### src/rtl/gcd_job_seq.sv
// Job sequencer between the APB register file and the GCD core: launch, timeout, constant-time padding.
// Optional external abort input enabled by defining GCD_SEQ_ABORT_EN.
module gcd_job_seq #(
   parameter int unsigned CT_CYCLES = 1024,
   parameter int unsigned TIMEOUT   = 2048
) (
   input  logic        CLK,
   input  logic        RESETn,
   input  logic        START_PULSE,
   input  logic [2:0]  OPCODE,
   input  logic        CONSTANT_TIME,
`ifdef GCD_SEQ_ABORT_EN
   input  logic        ABORT,
`endif
   output logic        CORE_REQ,
   output logic [2:0]  CORE_OPCODE,
   input  logic        CORE_ACK,
   input  logic        CORE_DONE,
   output logic        CORE_ABORT,
   output logic        BUSY,
   output logic        DONE_PULSE,
   output logic [11:0] CYCLE_COUNT,
   output logic [1:0]  DONE_CODE,
   output logic        OVERRUN
);

   localparam int unsigned CNT_W  = 12;
   localparam int unsigned OP_W   = 3;
   localparam int unsigned CODE_W = 2;

   localparam logic [CNT_W-1:0]  CNT_MAX   = '1;
   localparam logic [CNT_W-1:0]  CT_C      = CNT_W'(CT_CYCLES);
   localparam logic [CNT_W-1:0]  TIMEOUT_C = CNT_W'(TIMEOUT);
   localparam logic [OP_W-1:0]   OP_MAX    = OP_W'(4);

   localparam logic [CODE_W-1:0] CODE_OK  = CODE_W'(0);
   localparam logic [CODE_W-1:0] CODE_TMO = CODE_W'(1);
   localparam logic [CODE_W-1:0] CODE_ILL = CODE_W'(2);
   localparam logic [CODE_W-1:0] CODE_ABT = CODE_W'(3);

   typedef enum logic [2:0] {
      IDLE = 3'd0,
      REQ  = 3'd1,
      RUN  = 3'd2,
      PAD  = 3'd3,
      DONE = 3'd4
   } state_t;

   state_t             state;
   state_t             state_nx;
   logic [CODE_W-1:0]  code_nx;
   logic [CNT_W-1:0]   cnt;
   logic [CNT_W-1:0]   n_c;
   logic               ct;
   logic               kill;
   logic               counting_c;
   logic               legal_op_c;
   logic               abort_c;

`ifdef GCD_SEQ_ABORT_EN
   assign abort_c = ABORT;
`else
   assign abort_c = 1'b0;
`endif

   assign counting_c = (state == REQ) || (state == RUN) || (state == PAD);
   assign legal_op_c = (OPCODE <= OP_MAX);
   // Value the counter takes on this edge; saturates at the 12-bit ceiling
   assign n_c        = (cnt == CNT_MAX) ? cnt : cnt + CNT_W'(1);

   // State register
   always_ff @(posedge CLK or negedge RESETn) begin
      if (!RESETn) state <= IDLE;
      else         state <= state_nx;
   end

   // Next state and completion code; abort outranks everything else
   always_comb begin
      state_nx = state;
      code_nx  = CODE_OK;
      case (state)
         IDLE: begin
            if (START_PULSE) begin
               state_nx = legal_op_c ? REQ : DONE;
               code_nx  = legal_op_c ? CODE_OK : CODE_ILL;
            end
         end
         REQ: begin
            if (abort_c) begin
               state_nx = DONE;
               code_nx  = CODE_ABT;
            end else if (CORE_ACK) begin
               state_nx = RUN;
            end else if (n_c == TIMEOUT_C) begin
               state_nx = DONE;
               code_nx  = CODE_TMO;
            end
         end
         RUN: begin
            if (abort_c) begin
               state_nx = DONE;
               code_nx  = CODE_ABT;
            end else if (CORE_DONE) begin
               state_nx = (ct && (n_c < CT_C)) ? PAD : DONE;
            end else if (n_c == TIMEOUT_C) begin
               state_nx = DONE;
               code_nx  = CODE_TMO;
            end
         end
         PAD: begin
            if (abort_c) begin
               state_nx = DONE;
               code_nx  = CODE_ABT;
            end else if (n_c == CT_C) begin
               state_nx = DONE;
            end
         end
         DONE:    state_nx = IDLE;
         default: state_nx = IDLE;
      endcase
   end

   // Moore outputs decoded from the state register
   always_comb begin
      CORE_REQ   = 1'b0;
      BUSY       = 1'b0;
      DONE_PULSE = 1'b0;
      CORE_ABORT = 1'b0;
      case (state)
         REQ: begin
            CORE_REQ = 1'b1;
            BUSY     = 1'b1;
         end
         RUN:  BUSY = 1'b1;
         PAD:  BUSY = 1'b1;
         DONE: begin
            BUSY       = 1'b1;
            DONE_PULSE = 1'b1;
            CORE_ABORT = kill;
         end
         default: ;
      endcase
   end

   // Job context, counter and result registers
   always_ff @(posedge CLK or negedge RESETn) begin
      if (!RESETn) begin
         cnt         <= '0;
         ct          <= 1'b0;
         kill        <= 1'b0;
         CORE_OPCODE <= '0;
         CYCLE_COUNT <= '0;
         DONE_CODE   <= '0;
         OVERRUN     <= 1'b0;
      end else begin
         if (counting_c) cnt <= n_c;

         if (state == IDLE) begin
            if (START_PULSE) begin
               OVERRUN <= 1'b0;
               kill    <= 1'b0;
               if (legal_op_c) begin
                  CORE_OPCODE <= OPCODE;
                  ct          <= CONSTANT_TIME;
                  cnt         <= '0;
               end else begin
                  CYCLE_COUNT <= '0;
                  DONE_CODE   <= CODE_ILL;
               end
            end
         end else if (START_PULSE) begin
            OVERRUN <= 1'b1;
         end

         // Core is only killed when it was still holding the job (REQ/RUN)
         if (counting_c && (state_nx == DONE)) begin
            CYCLE_COUNT <= n_c;
            DONE_CODE   <= code_nx;
            kill        <= (state != PAD) && code_nx[0];
         end
      end
   end

endmodule
### config.mk
export PLATFORM = sky130hd
export DESIGN_NAME = gcd_job_seq
export DESIGN_NICKNAME = d
export VERILOG_FILES = /design/src/rtl/gcd_job_seq.sv
export SDC_FILE = /design/constraint.sdc
export NUM_CORES = 1
export LEC_CHECK = 0
export ABC_AREA = 1
export BUFFER_PORTS_ARGS = -buffer_cell sky130_fd_sc_hd__buf_2
export CAP_MARGIN = 20
export CORE_ASPECT_RATIO = 1.25
export CORE_MARGIN = 2
export CORE_UTILIZATION = 35
export DETAILED_ROUTE_END_ITERATION = 10
export GPL_TIMING_DRIVEN = 0
export REMOVE_ABC_BUFFERS = 1
export SYNTH_ARGS = -nofsm -noshare
export SYNTH_HDL_FRONTEND = slang
export SYNTH_SLANG_ARGS = --single-unit
### constraint.sdc
create_clock -name CLK -period 3 [get_ports CLK]
set_input_delay 0.3 -clock CLK [delete_from_list [all_inputs] [get_ports CLK]]
set_output_delay 0.3 -clock CLK [all_outputs]
set_load 0.02 [all_outputs]
* Word-level counts from Yosys, hierarchy flattened
Index checks and enable logic that the tools add are counted.
W data, S select, Z words.
** Word-level totals
- Input bits :: 9
- Register bits :: 35
** Cells by class
- $add $sub $neg :: 1
- $lt $le $gt $ge :: 2
- Reduce and logical (&&, ||, !) cells :: 12
- Muxes and demuxes :: 36
- Equal/unequal tests :: 10
** Operators by type and width (number)
- $mux W12 :: 9
- $eq A12 B12 Y1 const B :: 2
- $mux W3 :: 7
- $mux W2 :: 7
- $add A12 B1 Y12 const B :: 1
- $eq A12 B11 Y1 const B :: 1
- $lt A12 B11 Y1 const B :: 1
- $pmux W3 S4 :: 1
- $mux W1 :: 11
- $eq A3 B2 Y1 const B :: 2
- $eq A3 B3 Y1 const B :: 2
- $pmux W2 S3 :: 1
- $reduce_and A3 Y1 :: 2
- $reduce_bool A2 Y1 :: 2
- $reduce_or A4 Y1 :: 1
- $eq A3 B1 Y1 const B :: 1
- $le A3 B3 Y1 const B :: 1
- $logic_and A1 B1 Y1 :: 3
- $logic_not A3 Y1 :: 1
- $ne A3 B2 Y1 const B :: 1
- $logic_or A1 B1 Y1 :: 2
- $ne A2 B1 Y1 const B :: 1
- $reduce_and A2 Y1 :: 1

* Longest topological paths before layout
- Word-level depth :: 11
- Gate-level depth with buffers :: 17

* Worst setup path before layout
Ideal clock, no wire load.
- Path type :: register -> register
- Start point :: register cnt[0]
- End point :: register kill
- Required time :: 2876 ps
- Stages on the path, launching flop included :: 15
- Clock period less this slack :: 2005 ps
- Buffers on the path :: 1
- Setup time :: 124 ps
- Arrival :: 1882 ps
- Setup slack :: 995 ps
- Path through :: dfrtp_1 -> ha_1 -> nand2_1 -> nor2_2 -> nand3_2 -> nand3_1 -> nor2_1 -> nand2_2 -> nor2_4 -> nand2_2 -> nand2_2 -> nand2_4 -> buf_4 -> nand3_1 -> nand2_1
** On the way
- Cells in the longest elaborated chain, start to end :: 11
- Elaborated cells between the ends (all ways) :: 24
- Those cells by class :: 1 x add/sub; 1 x order compare; 4 x eq/ne; 12 x mux; 6 x reduce/logical
** RTL lines
- start: declaration :: RTL line 52 : logic [CNT_W-1:0] cnt;
- start signal: assignment :: RTL line 156 : if (counting_c) cnt <= n_c;
- $add A12 B1 Y12 / $eq A12 B12 Y1 (equally long branches) :: RTL line 69 : assign n_c = (cnt == CNT_MAX) ? cnt : cnt + CNT_W'(1);
- $mux W12 * :: RTL line 69
- $lt A12 B11 Y1 :: RTL line 104 : state_nx = (ct && (n_c < CT_C)) ? PAD : DONE;
- $logic_and A1 B1 Y1 :: RTL line 104
- $mux W3 :: RTL line 104
- $mux W3 :: RTL line 103 : end else if (CORE_DONE) begin
- $pmux W3 S4 :: RTL line 81 : case (state)
- $eq A3 B3 Y1 :: RTL line 176 : if (counting_c && (state_nx == DONE)) begin
- $logic_and A1 B1 Y1 :: RTL line 176
- $reduce_bool A2 Y1 (no source line)
- $reduce_and A2 Y1 (no source line)
- end signal: assignment :: RTL line 179 : kill <= (state != PAD) && code_nx[0];
- end: declaration :: RTL line 55 : logic kill;
Every way passes the cells marked *; elsewhere a longest branch is shown, timed or not.
A chain may end at the register's enable or synchronous reset.

* Worst setup path in the final report
- Start point :: register state[0]
- End point :: register cnt[8]
** On the way
- Cells in the longest elaborated chain, start to end :: 7
- Elaborated cells between the ends (all ways) :: 10
- Those cells by class :: 3 x eq/ne; 4 x mux; 3 x reduce/logical
** RTL lines
- start: declaration :: RTL line 49 : state_t state;
- start signal: assignment :: RTL line 74 : else state <= state_nx;
- $eq A3 B1 Y1 / $eq A3 B2 Y1 (equally long branches) :: RTL line 66 : assign counting_c = (state == REQ) || (state == RUN) || (state == PAD);
- $logic_or A1 B1 Y1 (2 in series) :: RTL line 66
- $mux W12 :: RTL line 156
- $mux W12 :: RTL line 162 : if (legal_op_c) begin
- $mux W12 :: RTL line 159 : if (START_PULSE) begin
- $mux W12 * :: RTL line 158 : if (state == IDLE) begin
Marked as above.

==> run summary <==
In this run the vertical extent of the chip is 90.1 um. The region available for standard cell placement spans 5780 um^2. The count of nets left with antenna violations once routing finished came out at 0. At the pin with the least slew margin, the transition time is 976 ps. In the post-synthesis netlist, the biggest area contributors are dfrtp_1 42%, nand2_1 15%, inv_1 8.5%.

The largest net degree at the start of global routing is 36, and the top-level port count is 31. The tools report the maximum operating frequency as 414 MHz. The number of enable-type register cells in the synthesized netlist is 0, and the fraction of the yosys area taken by sequential cells is 42.2%. The first-pass GRT wire length came out at 8.27 mm. Counting both buffers and inverters, the worst setup path holds a total of 4. The vias after detailed routing came out at 1,898. The largest incremental delay on the critical path is 740 ps, and the number of DRC markers after the initial detailed-route iteration is 83.

Routability-driven placement finished with a final weighted congestion of 0.818. The number of port buffers came out at 30. In this run the cell area measured after placement is 2260 um^2. In the finished design, the share of the clock period the worst path needs comes to 80.6%.

Number of pins exceeding their max-slew limit in the final report: 0. Setup fix buffers added after clock tree synthesis: 0. Tracing the worst setup path back leads to its startpoint at state[0]. The start-to-end type of the worst setup path is register to register. The critical path's top delay family was simple AND/OR/NAND/NOR gates. At the worst endpoint, the arrival time is 2570 ps. Routed signal wires occupy layers up through met4. The leakage power of the design came out at 1.34 nW.

The first detailed-routing pass took 4 iterations. The tools report the type of destination of the critical path as a register. The standard-cell row count was 31; the clock edge transition at the registers on the reported setup and hold paths was 60 ps. Final-stage net count: 332.

Of all nets on the critical path, the largest fanout is 13. The average instance in the mapped netlist occupies 7.11 um^2. For the finished layout, the period the worst path requires is 2420 ps. The fraction of final layout cells with drive strength greater than 1 was 17.4%.

The run gives 35.9% as the initial standard-cell utilization of the core. Slowest cell on the critical path: nor2_1. The clock passes through at most 2 buffers. Master cell of the clock root buffer: clkbuf_8. For this run, design rule violations remaining after detail routing come to 0. In the detailed route, the total length drawn on met3 is 206 um.

For the number of failing hold endpoints at the final stage, the log shows 0. In the final routing, the length of wire on met1 measures 2.03 mm. Startpoint type of the worst setup path: a register.

Proportion of netlist area held by the largest area contributor: 42.2%. The clock reaches the later pin of the worst-skew pair after 280 ps. Post-synthesis cell count: 292.

The H-tree was split into 2 levels. The flip-flop cell with the highest count after synthesis is dfrtp_1. The total of flip-flops plus latches after synthesis works out to 35. The logs give 23 for the unique cell type count in the Yosys netlist and 0 for the number of diodes added for antenna fixing.

The average routed wire per standard cell came out at 12.1 um. Of all cell types, the one taking the most synthesized area is dfrtp_1. The run finished with clean final reports. The mapped netlist covers 2080 um^2.

Summed over all failing endpoints, the final setup total negative slack is 0 ps. Max-cap violations in this run came to 0. The via count of the first global-routing pass was 1,826. Walking the worst path, the cells encountered are nor2_1 -> inv_1 -> nor2_1 -> inv_1 -> nor2_1 -> inv_1 -> nor2_1 -> inv_1 -> o21ai_0 -> a21oi_1. The maximum VDD drop is 282 uV. Dividing total power by cell area gives a power density of 1050 nW/um^2. After synthesis, the share of flip-flops with an asynchronous set or reset is 100%. The startpoint identified for the worst register-to-register timing path is state[0]. Setup repair after global routing left no endpoint under its margin. The data required time of the worst path is 3150 ps, and the critical path depth is 10.

During synthesis, Yosys emitted a total of 0 warnings. The routed design has 4.71 mm of wire. All-layer global routing usage: 15.8%. The run gives 2.35 mm as the total length of routed met2 wires. The path class of the tightest hold or removal check is input pin to asynchronous set/reset pin. Measured in cells, the most critical reg-to-reg path has a length of 10. After routing the design area is 2360 um^2. The die covers 6570 um^2. The normalized max-slew margin was 34.7%; the total number of clock tree sinks was 35. The global-route congestion overflow total is 0.

The number of buffers added to fix hold violations after cts was 0; the final setup violation count was 0. The HPWL after detailed placement is 3.46 mm. The number of gates resized after CTS was 0. TritonCTS built the clock tree.

The vias per cell was 4.89. The horizontal die dimension works out to 72.9 um. The clock skew after layout is 5.62 ps. The number of antenna violations at the first check in global routing is 0, and the total CTS buffers is 5. The layout-stage area growth over the synthesis result came out at 13.8%.
==> cells by family (layout without fill, tap and decap cells) <==
logic type               Yosys count  in the layout  synth area share, %
adder cells (fa/ha/maj)            1              1                0.602
AND/OR/NAND/NOR                  167            167                 37.3
flip-flops                        35             35                 42.2
XOR/XNOR                           1              1                0.422
buffers and inverters             55             85                 11.0
AO/OA/AOI/OAI                     33             33                 8.43
==> Yosys cell counts (2+ instances only) <==
| cell type | n |
|---|---|
| nand2_1 | 81 |
| inv_1 | 47 |
| dfrtp_1 | 35 |
| nor2_1 | 30 |
| nand3_1 | 29 |
| o21ai_0 | 17 |
| a21oi_1 | 12 |
| nand4_1 | 7 |
| nand2_2 | 6 |
| nor2_4 | 5 |
| clkbuf_1 | 3 |
| nand3_2 | 3 |
| nor2_2 | 3 |
| a22oi_1 | 2 |
| buf_4 | 2 |
| buf_6 | 2 |
| nand2_4 | 2 |
==> registers in the layout, indices dropped and copies added, names as in the netlist <==
signal and count:
DONE_CODE 2, CORE_OPCODE 3, state 3, kill 1, CYCLE_COUNT 12, cnt 12
ct 1, OVERRUN 1
==> cell type report <==
cell class | instances | area (um^2)
inverter | 48 | 180
tap | 66 | 82.6
multi-input combinational | 202 | 972
clock inverter | 1 | 30.0
fill | 634 | 3420
sequential | 35 | 876
clock buffer | 6 | 72.6
timing repair buffer | 30 | 150
==> layer usage <==
layer,track usage [%],vias up
met5,0,-
met3,3.14,12
met1,19.0,867
li1,-,973
met2,27.5,46
met4,5.56,0
==> cells in the final DEF (no fill, tap or decap), types with 2 or more instances in the layout <==
| cell type | synthesis | routed |
|---|---|---|
| nand4_1 | 7 | 7 |
| nand3_1 | 29 | 29 |
| clkbuf_8 | 0 | 5 |
| nor2_2 | 3 | 3 |
| dfrtp_1 | 35 | 35 |
| nand2_4 | 2 | 2 |
| nand3_2 | 3 | 3 |
| o21ai_0 | 17 | 17 |
| a21oi_1 | 12 | 12 |
| nand2_2 | 6 | 6 |
| nor2_4 | 5 | 5 |
| nand2_1 | 81 | 81 |
| buf_2 | 0 | 30 |
| a22oi_1 | 2 | 2 |
| nor2_1 | 30 | 30 |
| inv_1 | 47 | 47 |
==> path summary, 6_finish.rpt <==
check | to | slack (ps)
max | cnt[8] | 580
min | CORE_OPCODE[2] | 110
max reg2reg | cnt[8] | 580
min reg2reg | CORE_OPCODE[2] | 480
max in group asynchronous | state[1] | 2400
min in group CLK | ct | 230
==> where the power goes <==
group | total (mW) | leakage, nW | internal (mW) | switching (mW)
registers | 0.855 | 0.444 | 0.681 | 0.174
clock network | 0.407 | 0.0513 | 0.243 | 0.164
logic | 1.23 | 0.845 | 0.391 | 0.838
total | 2.49 | 1.34 | 1.32 | 1.18
==> stage by stage <==
step                power (mW)  setup slack [ps]  util (%)  hold WS [ps]  cells
floorplan                 1.75              1060         -          4.41    285
global placement          2.08               575      39.1           440    381
detailed placement        2.10               567      39.1           447    381
CTS                       2.52               545      40.9           133    388
global route              2.75               189      40.9           178    388
finish                    2.49               582      40.9           106    388
(Power assumes the default switching activity.)
